**src/rtl/debounce_pkg.sv**
```systemverilog
// Shared constants and helpers for the debouncer array.
//   DEF_TICK_DIV      default system clocks per sample tick
//   DEF_STABLE_COUNT  default number of qualifying ticks
//   MAX_CHANNELS      largest supported channel count
//   cnt_width()       stable-counter width for a given STABLE_COUNT
package debounce_pkg;

  localparam int DEF_TICK_DIV     = 50000;
  localparam int DEF_STABLE_COUNT = 10;
  localparam int MAX_CHANNELS     = 32;

  // The counter has to hold 0..STABLE_COUNT-1; sized as clog2(STABLE_COUNT+1)
  // with a floor of one bit so STABLE_COUNT=1 still yields a legal vector.
  function automatic int cnt_width(input int stable_count);
    int w;
    w = $clog2(stable_count + 1);
    if (w < 1) w = 1;
    return w;
  endfunction

endpackage

```
**src/rtl/debounce_channel.sv**
```systemverilog
// One debounce channel: optional inversion, two-flop synchroniser, stable
// counter advanced by the shared sample tick, debounced level and edge pulses.
// Ports:
//   clock      system clock, rising edge
//   reset_n    asynchronous active-low reset
//   tick       one-cycle sample strobe from the shared prescaler
//   signal     raw asynchronous input
//   db_signal  debounced level
//   rise/fall  one-cycle pulses coincident with the new db_signal value
module debounce_channel
  import debounce_pkg::*;
#(
  parameter int STABLE_COUNT = DEF_STABLE_COUNT,
  parameter int ACTIVE_LOW   = 0
) (
  input  logic clock,
  input  logic reset_n,
  input  logic tick,
  input  logic signal,
  output logic db_signal,
  output logic rise,
  output logic fall
);

  localparam int             CW   = cnt_width(STABLE_COUNT);
  localparam logic [CW-1:0]  LAST = CW'(STABLE_COUNT - 1);

  logic          raw;
  logic [1:0]    sync_q;
  logic          sync;
  logic [CW-1:0] cnt;
  logic          accept;

  assign raw    = (ACTIVE_LOW != 0) ? ~signal : signal;
  assign sync   = sync_q[1];
  assign accept = tick && (sync != db_signal) && (cnt == LAST);

  always_ff @(posedge clock or negedge reset_n) begin
    if (!reset_n) begin
      sync_q    <= '0;
      cnt       <= '0;
      db_signal <= 1'b0;
      rise      <= 1'b0;
      fall      <= 1'b0;
    end else begin
      sync_q <= {sync_q[0], raw};
      // Pulses are registered alongside db_signal so they appear in the
      // same cycle as the new level.
      rise   <= accept & sync;
      fall   <= accept & ~sync;
      // Any agreement between sync and the accepted level throws away
      // partial qualification, whether or not a tick is present.
      if (sync == db_signal) begin
        cnt <= '0;
      end else if (tick) begin
        if (cnt == LAST) begin
          db_signal <= sync;
          cnt       <= '0;
        end else begin
          cnt <= cnt + 1'b1;
        end
      end
    end
  end

endmodule

```
**src/rtl/debouncer_array.sv**
```systemverilog
// Array of independent button/switch debouncers sharing one sample-tick
// prescaler.
// Ports:
//   clock       system clock, rising edge
//   reset_n     asynchronous active-low reset
//   signal      raw asynchronous inputs, one per channel
//   db_signal   debounced levels
//   rise/fall   one-cycle edge pulses per channel
//   any_change  OR of all rise and fall bits
module debouncer_array
  import debounce_pkg::*;
#(
  parameter int CHANNELS     = 4,
  parameter int TICK_DIV     = DEF_TICK_DIV,
  parameter int STABLE_COUNT = DEF_STABLE_COUNT,
  parameter int ACTIVE_LOW   = 0
) (
  input  logic                clock,
  input  logic                reset_n,
  input  logic [CHANNELS-1:0] signal,
  output logic [CHANNELS-1:0] db_signal,
  output logic [CHANNELS-1:0] rise,
  output logic [CHANNELS-1:0] fall,
  output logic                any_change
);

  generate
    if (CHANNELS < 1 || CHANNELS > MAX_CHANNELS) begin : g_bad_channels
      $error("debouncer_array: CHANNELS must be 1..32");
    end
    if (TICK_DIV < 1) begin : g_bad_tick_div
      $error("debouncer_array: TICK_DIV must be >= 1");
    end
    if (STABLE_COUNT < 1) begin : g_bad_stable_count
      $error("debouncer_array: STABLE_COUNT must be >= 1");
    end
    if (ACTIVE_LOW != 0 && ACTIVE_LOW != 1) begin : g_bad_active_low
      $error("debouncer_array: ACTIVE_LOW must be 0 or 1");
    end
  endgenerate

  localparam int            PW       = (TICK_DIV > 1) ? $clog2(TICK_DIV) : 1;
  localparam logic [PW-1:0] LAST_DIV = PW'(TICK_DIV - 1);

  logic [PW-1:0] pre_cnt;
  logic          tick;

  // With TICK_DIV=1 the counter is stuck at 0 == LAST_DIV, so tick is
  // permanently high.
  assign tick = (pre_cnt == LAST_DIV);

  always_ff @(posedge clock or negedge reset_n) begin
    if (!reset_n) begin
      pre_cnt <= '0;
    end else if (tick) begin
      pre_cnt <= '0;
    end else begin
      pre_cnt <= pre_cnt + 1'b1;
    end
  end

  generate
    for (genvar i = 0; i < CHANNELS; i++) begin : g_ch
      debounce_channel #(
        .STABLE_COUNT (STABLE_COUNT),
        .ACTIVE_LOW   (ACTIVE_LOW)
      ) u_ch (
        .clock     (clock),
        .reset_n   (reset_n),
        .tick      (tick),
        .signal    (signal[i]),
        .db_signal (db_signal[i]),
        .rise      (rise[i]),
        .fall      (fall[i])
      );
    end
  endgenerate

  assign any_change = |(rise | fall);

endmodule
```
**config.mk**
```make
export PLATFORM = sky130hd
export DESIGN_NAME = debouncer_array
export DESIGN_NICKNAME = d
export VERILOG_FILES = /design/src/rtl/debounce_pkg.sv /design/src/rtl/debounce_channel.sv /design/src/rtl/debouncer_array.sv
export SDC_FILE = /design/constraint.sdc
export NUM_CORES = 1
export LEC_CHECK = 0
export BUFFER_PORTS_ARGS = -buffer_cell sky130_fd_sc_hd__buf_2
export CORE_MARGIN = 4
export CORE_UTILIZATION = 59
export CTS_CLUSTER_SIZE = 10
export DETAILED_ROUTE_END_ITERATION = 6
export PLACE_DENSITY = 0.79
export SKIP_CTS_REPAIR_TIMING = 1
export SYNTH_ARGS = -nofsm -noshare
export SYNTH_HDL_FRONTEND = slang
export SYNTH_SLANG_ARGS = --single-unit
```
**constraint.sdc**
```tcl
create_clock -name clock -period 2 [get_ports clock]
set_input_delay 0.4 -clock clock [delete_from_list [all_inputs] [get_ports clock]]
set_output_delay 0.4 -clock clock [all_outputs]
set_load 0.02 [all_outputs]
```
### Word level (Yosys, flattened, before mapping)

Cells that the tools add are included.

| cells by class | value |
|---|---|
| reduce and logical (&&, ||, !) cells | 17 |
| multiplexer cells | 13 |
| bitwise gates (word level) | 17 |
| equal/unequal tests | 13 |
| add/sub/neg operators | 5 |

Operator list:

| operator | count |
|---|---|
| 4-bit 2-to-1 mux | 12 |
| 16-bit by 1-bit adder with 16-bit output (second input constant) | 1 |
| 4-bit by 1-bit adder with 4-bit output (second input constant) | 4 |
| 16-bit == test (second input constant) | 1 |
| 4-bit == test (second input constant) | 4 |
| 16-bit 2-to-1 mux | 1 |
| 3-bit AND reduction | 4 |
| 1-bit AND | 8 |
| 1-bit logical AND | 8 |
| 1-bit inverter | 8 |
| 2-bit nonzero test | 4 |
| 1-bit == test | 4 |
| 1-bit inequality test | 4 |
| 4-bit bitwise OR | 1 |
| 4-bit OR reduction | 1 |

| word-level totals | value |
|---|---|
| bits in registers | 52 |
| output and inout bits | 13 |
| logic and storage cells | 86 |

### Longest topological paths before layout

| logic depth | value |
|---|---|
| depth in word-level cells | 4 |
| depth in mapped cells | 8 |
| mapped depth without buffers | 6 |

### Modules after synthesis

From an unflattened synthesis, not the netlist that was laid out.

| unflattened totals | value |
|---|---|
| cells, all modules | 191 |
| area, all modules | 2,269.7 µm² |

Modules (own cells, without submodules):

| module | times used | cells an instance | sequential area each (µm²) | area an instance (µm²) |
|---|---|---|---|---|
| debounce_channel at g_ch[1].u_ch ... | 3 | 29 | 225.2 | 365.4 |
| debouncer_array | 1 | 70 | 400.4 | 769.5 |
| debounce_channel at g_ch[0].u_ch | 1 | 34 | 225.2 | 404.1 |

### Least setup slack after synthesis

Ideal clock, no wire load.

| timing | value |
|---|---|
| path type | reg-to-reg |
| start point | reg pre_cnt[0] |
| end point | reg g_ch[0].u_ch.cnt[3] |
| buffers on the path | 2 |
| setup slack | 183 ps |
| data required time | 1,918 ps |
| cell stages (with the launch flop) | 8 |
| data arrival time | 1,735 ps |
| period minus slack after synthesis | 1,817 ps |
| cell sequence | dfrtp_1 ha_1 and3_1 buf_2 nand4_2 buf_6 or4b_1 a31oi_1 |

| on the way | value |
|---|---|
| word-level cells in the longest chain between the ends | 2 |

Ends and longest elaborated chain:

| what | RTL line | source |
|---|---|---|
| start, declared | debouncer_array.sv:45 | `logic [PW-1:0] pre_cnt;` |
| start signal, assigned | debouncer_array.sv:58 | `pre_cnt <= pre_cnt + 1'b1;` |
| 16-bit == test | debouncer_array.sv:50 | `assign tick = (pre_cnt == LAST_DIV);` |
| 2-bit nonzero test (no source line) | -- |  |
| end signal, assigned | debounce_channel.sv:60 | `cnt <= cnt + 1'b1;` |
| end, declared | debounce_channel.sv:31 | `logic [CW-1:0] cnt;` |

Every way passes these cells.
A chain may end at the register's enable or synchronous reset.

### Worst setup path in the final report

| timing | value |
|---|---|
| start point | reg pre_cnt[10] |
| end point | reg g_ch[2].u_ch.cnt[3] |

| on the way | value |
|---|---|
| word-level cells in the longest chain between the ends | 2 |

Ends and longest elaborated chain:

| what | RTL line |
|---|---|
| 16-bit == test | debouncer_array.sv:50 |
| 2-bit nonzero test (no source line) | -- |
| end signal, assigned | debounce_channel.sv:60 |
| end, declared | debounce_channel.sv:31 |

Every way passes these cells.

==> flow_summary.ini <==
[run_status]
status = finished, final reports clean

[worst_setup_path]
critPathMaxFanout = 32
reg2reg_from = pre_cnt[10]
start_kind = flip-flop
path_delay_family = simple AND/OR/NAND/NOR gates
crit_buf_inv = 1
reg2reg_setup_slack_ps = 130
cp.required_ps = 2230
path_depth = 5
critPathKind = flip-flop to flip-flop
endpoint_kind = flip-flop
slowest_delay_ps = 520
path_cells = nor4b_4, nand4_2, buf_6, or4b_1, a31oi_1
crit_path_start = pre_cnt[10]
r2r_cells = 5
cp.arrival_ps = 2110
endpoint = g_ch[2].u_ch.cnt[3]
r2r_end = g_ch[2].u_ch.cnt[3]
slowest_stage = or4b_1

[cts]
tritoncts = built
cts_root_buf = clkbuf_8
clk_pin_slew_ps = 90
cts_htree_levels = 2
cts_sinks = 52
insertion_delay_ps = 300
numCtsBuffers = 5
cts.path.max_buffers = 2

[placement]
post-dp-hpwl_um = 2930
place_inst = 287
dpl_cell_area_mm2 = 0.00255
place.gp.congestion = 0.806
io_buffers = 18

[floorplan]
ioPinCount = 19
die_h_um = 72.6
core.rowCount = 23
dieArea_mm2 = 0.00527
initial_core_util_pct = 61.1
coreArea_mm2 = 0.00403
die_x_um = 72.6

[job]
cap_violations = 0

[yosys]
yosysWarnings = 0
synthArstFlopShare_pct = 100
netlist_top_cells_count = dfrtp_1 (52), nand2_1 (24), nor2_1 (20), buf_4 (13), a21oi_1 (12)
synthTopCellsByArea = dfrtp_1 (53%), ha_1 (4.6%), buf_4 (4.0%), nand2_1 (3.7%), xnor2_1 (3.6%)
synth-edff-count = 0
synth_nets = 246
ys_ff_latch = 52
avgSynthCellArea_um2 = 10.7
yosysSeqAreaShare_pct = 52.8
synth_top_area_share_pct = 52.8
synth.cell_area_mm2 = 0.00246
synth_top_area_cell = dfrtp_1
ys_types = 32
synth_ff_type = dfrtp_1
synth_most_common_cell = dfrtp_1
synthesis.instances = 231

[routing]
num_vias = 1668
drc = 0
viasPerCell = 5.65
drt_iter0_drc = 80
ant_nets = 0
wire_per_inst_um = 13.7
drt-pass1-iter-count = 4
wl_um = 4040

[cells_and_area]
finalNetCount = 259
antenna_cells = 0
final_cell_area_mm2 = 0.00264
final_core_util_pct = 65.6
area_delta_synth_final_pct = 7.31
drive_gt1_share_pct = 16.3
register_area_mm2 = 0.00130
multiInputGateArea_mm2 = 0.00100
fillers = 328
stdcell_count = 295

[sta]
period_share_pct = 93.7
tns_ps = 0
fin_crit_ps = 1870
fmax_mhz = 533
final_max_slew_viol_count = 0
rsz0062_at_grt = no
worstMarginPinSlew_ps = 488
setup_viol = 0
clock_skew_ps = 7.37
relSlewSlack_pct = 67.4
finalHoldViolCount = 0

[global_route]
grt_pass1_wl_um = 7160
antenna_found_initial = 0
first_global_vias = 1631
grt_max_degree = 34
overflow = 0
grt.total_usage_pct = 17.4

[min_path]
hold_class = input pin to async pin

[power_and_ir_drop]
leakage_nw = 1.21
powerDensity_mw_per_mm2 = 645
irDropWorstVdd_v = 0.000523
worst register-to-register path, stage by stage (launching register included):
cell and delay, ps:
dfrtp_2 460, nor4b_4 310, nand4_2 140, buf_6 190, or4b_1 530, a31oi_1 170
final cells by class:
class	instances	area share, %
Sequential cell	52	49.3
Multi-Input combinational cell	152	37.9
Clock inverter	2	0.379
Clock buffer	6	3.12
Tap cell	50	2.37
Timing Repair Buffer	24	5.73
Inverter	9	1.28
cell usage in the layout, fill, tap and decap left out, drive strengths merged:
cell type / count
a31oi: 4
nor4b: 2
inv: 9
nand4b: 1
or4b: 4
nor3b: 8
a21oi: 12
mux2: 4
nor3: 2
nand2: 24
and3: 3
and4bb: 2
clkbuf: 6
nor4: 3
ha: 9
buf: 24
xor2: 8
or3: 8
nand3: 9
xnor2: 10
dfrtp: 52
clkinv: 2
and2: 1
nand4: 5
nor2: 20
and4: 2
or4: 3
o21ai: 8
worst min path at each step:
stage	start	to	slack [ps]	cells after the start
global placement	g_ch[0].u_ch.sync_q[0]	g_ch[0].u_ch.sync_q[1]	330	0
finish	reset_n	g_ch[3].u_ch.sync_q[1]	50	1
global route	reset_n	g_ch[3].u_ch.sync_q[1]	60	1
detailed placement	g_ch[0].u_ch.sync_q[0]	g_ch[0].u_ch.sync_q[1]	340	0
CTS	reset_n	pre_cnt[3]	50	1
floorplan	reset_n	g_ch[0].u_ch.cnt[0]	100	0
kinds of logic (layout without fill, tap and decap cells):
kind of cell / after synthesis / in the layout / share of synthesized area (%)
and+or+nand+nor: 97 / 97 / 22.8
DFF: 52 / 52 / 52.8
buffers and inverters: 27 / 41 / 6.55
AOI/OAI and AO/OA: 24 / 24 / 5.08
xor gates and xnor gates: 18 / 18 / 6.40
adders and majority gates: 9 / 9 / 4.57
muxes: 4 / 4 / 1.83
sequential cells by signal, indices dropped and copies added (netlist names):
name and flops:
g_ch.u_ch.db_signal 4, pre_cnt 16, g_ch.u_ch.fall 4, g_ch.u_ch.rise 4
g_ch.u_ch.cnt 16, g_ch.u_ch.sync_q 8
routing by layer:
layer | wire length, um | share of wire [%] | track usage, % | up-vias
met5 | 0 | 0 | 0 | -
met1 | 1810 | 45 | 21.9 | 814
li1 | - | - | - | 815
met4 | 94 | 2.3 | 5.74 | 0
met3 | 180 | 4.5 | 4.13 | 9
met2 | 1950 | 48 | 29.5 | 30
power by group:
part | total (mW) | internal (mW) | switching, mW
registers | 1.06 | 1.06 | 0.00532
clock network | 0.604 | 0.277 | 0.327
logic | 0.0378 | 0.0112 | 0.0265
total | 1.71 | 1.35 | 0.359
stage by stage:
stage | total power, mW | setup WS, ps | hold slack, ps
after global placement | 1.12 | 152 | 333
final | 1.71 | 125 | 46.9
after global routing | 1.77 | 35.1 | 60.9
after floorplan | 1.09 | 183 | 104
after detailed placement | 1.13 | 77.1 | 336
after CTS | 1.73 | 65.9 | 54.7
Note: power is estimated with default switching activity, not from simulation.
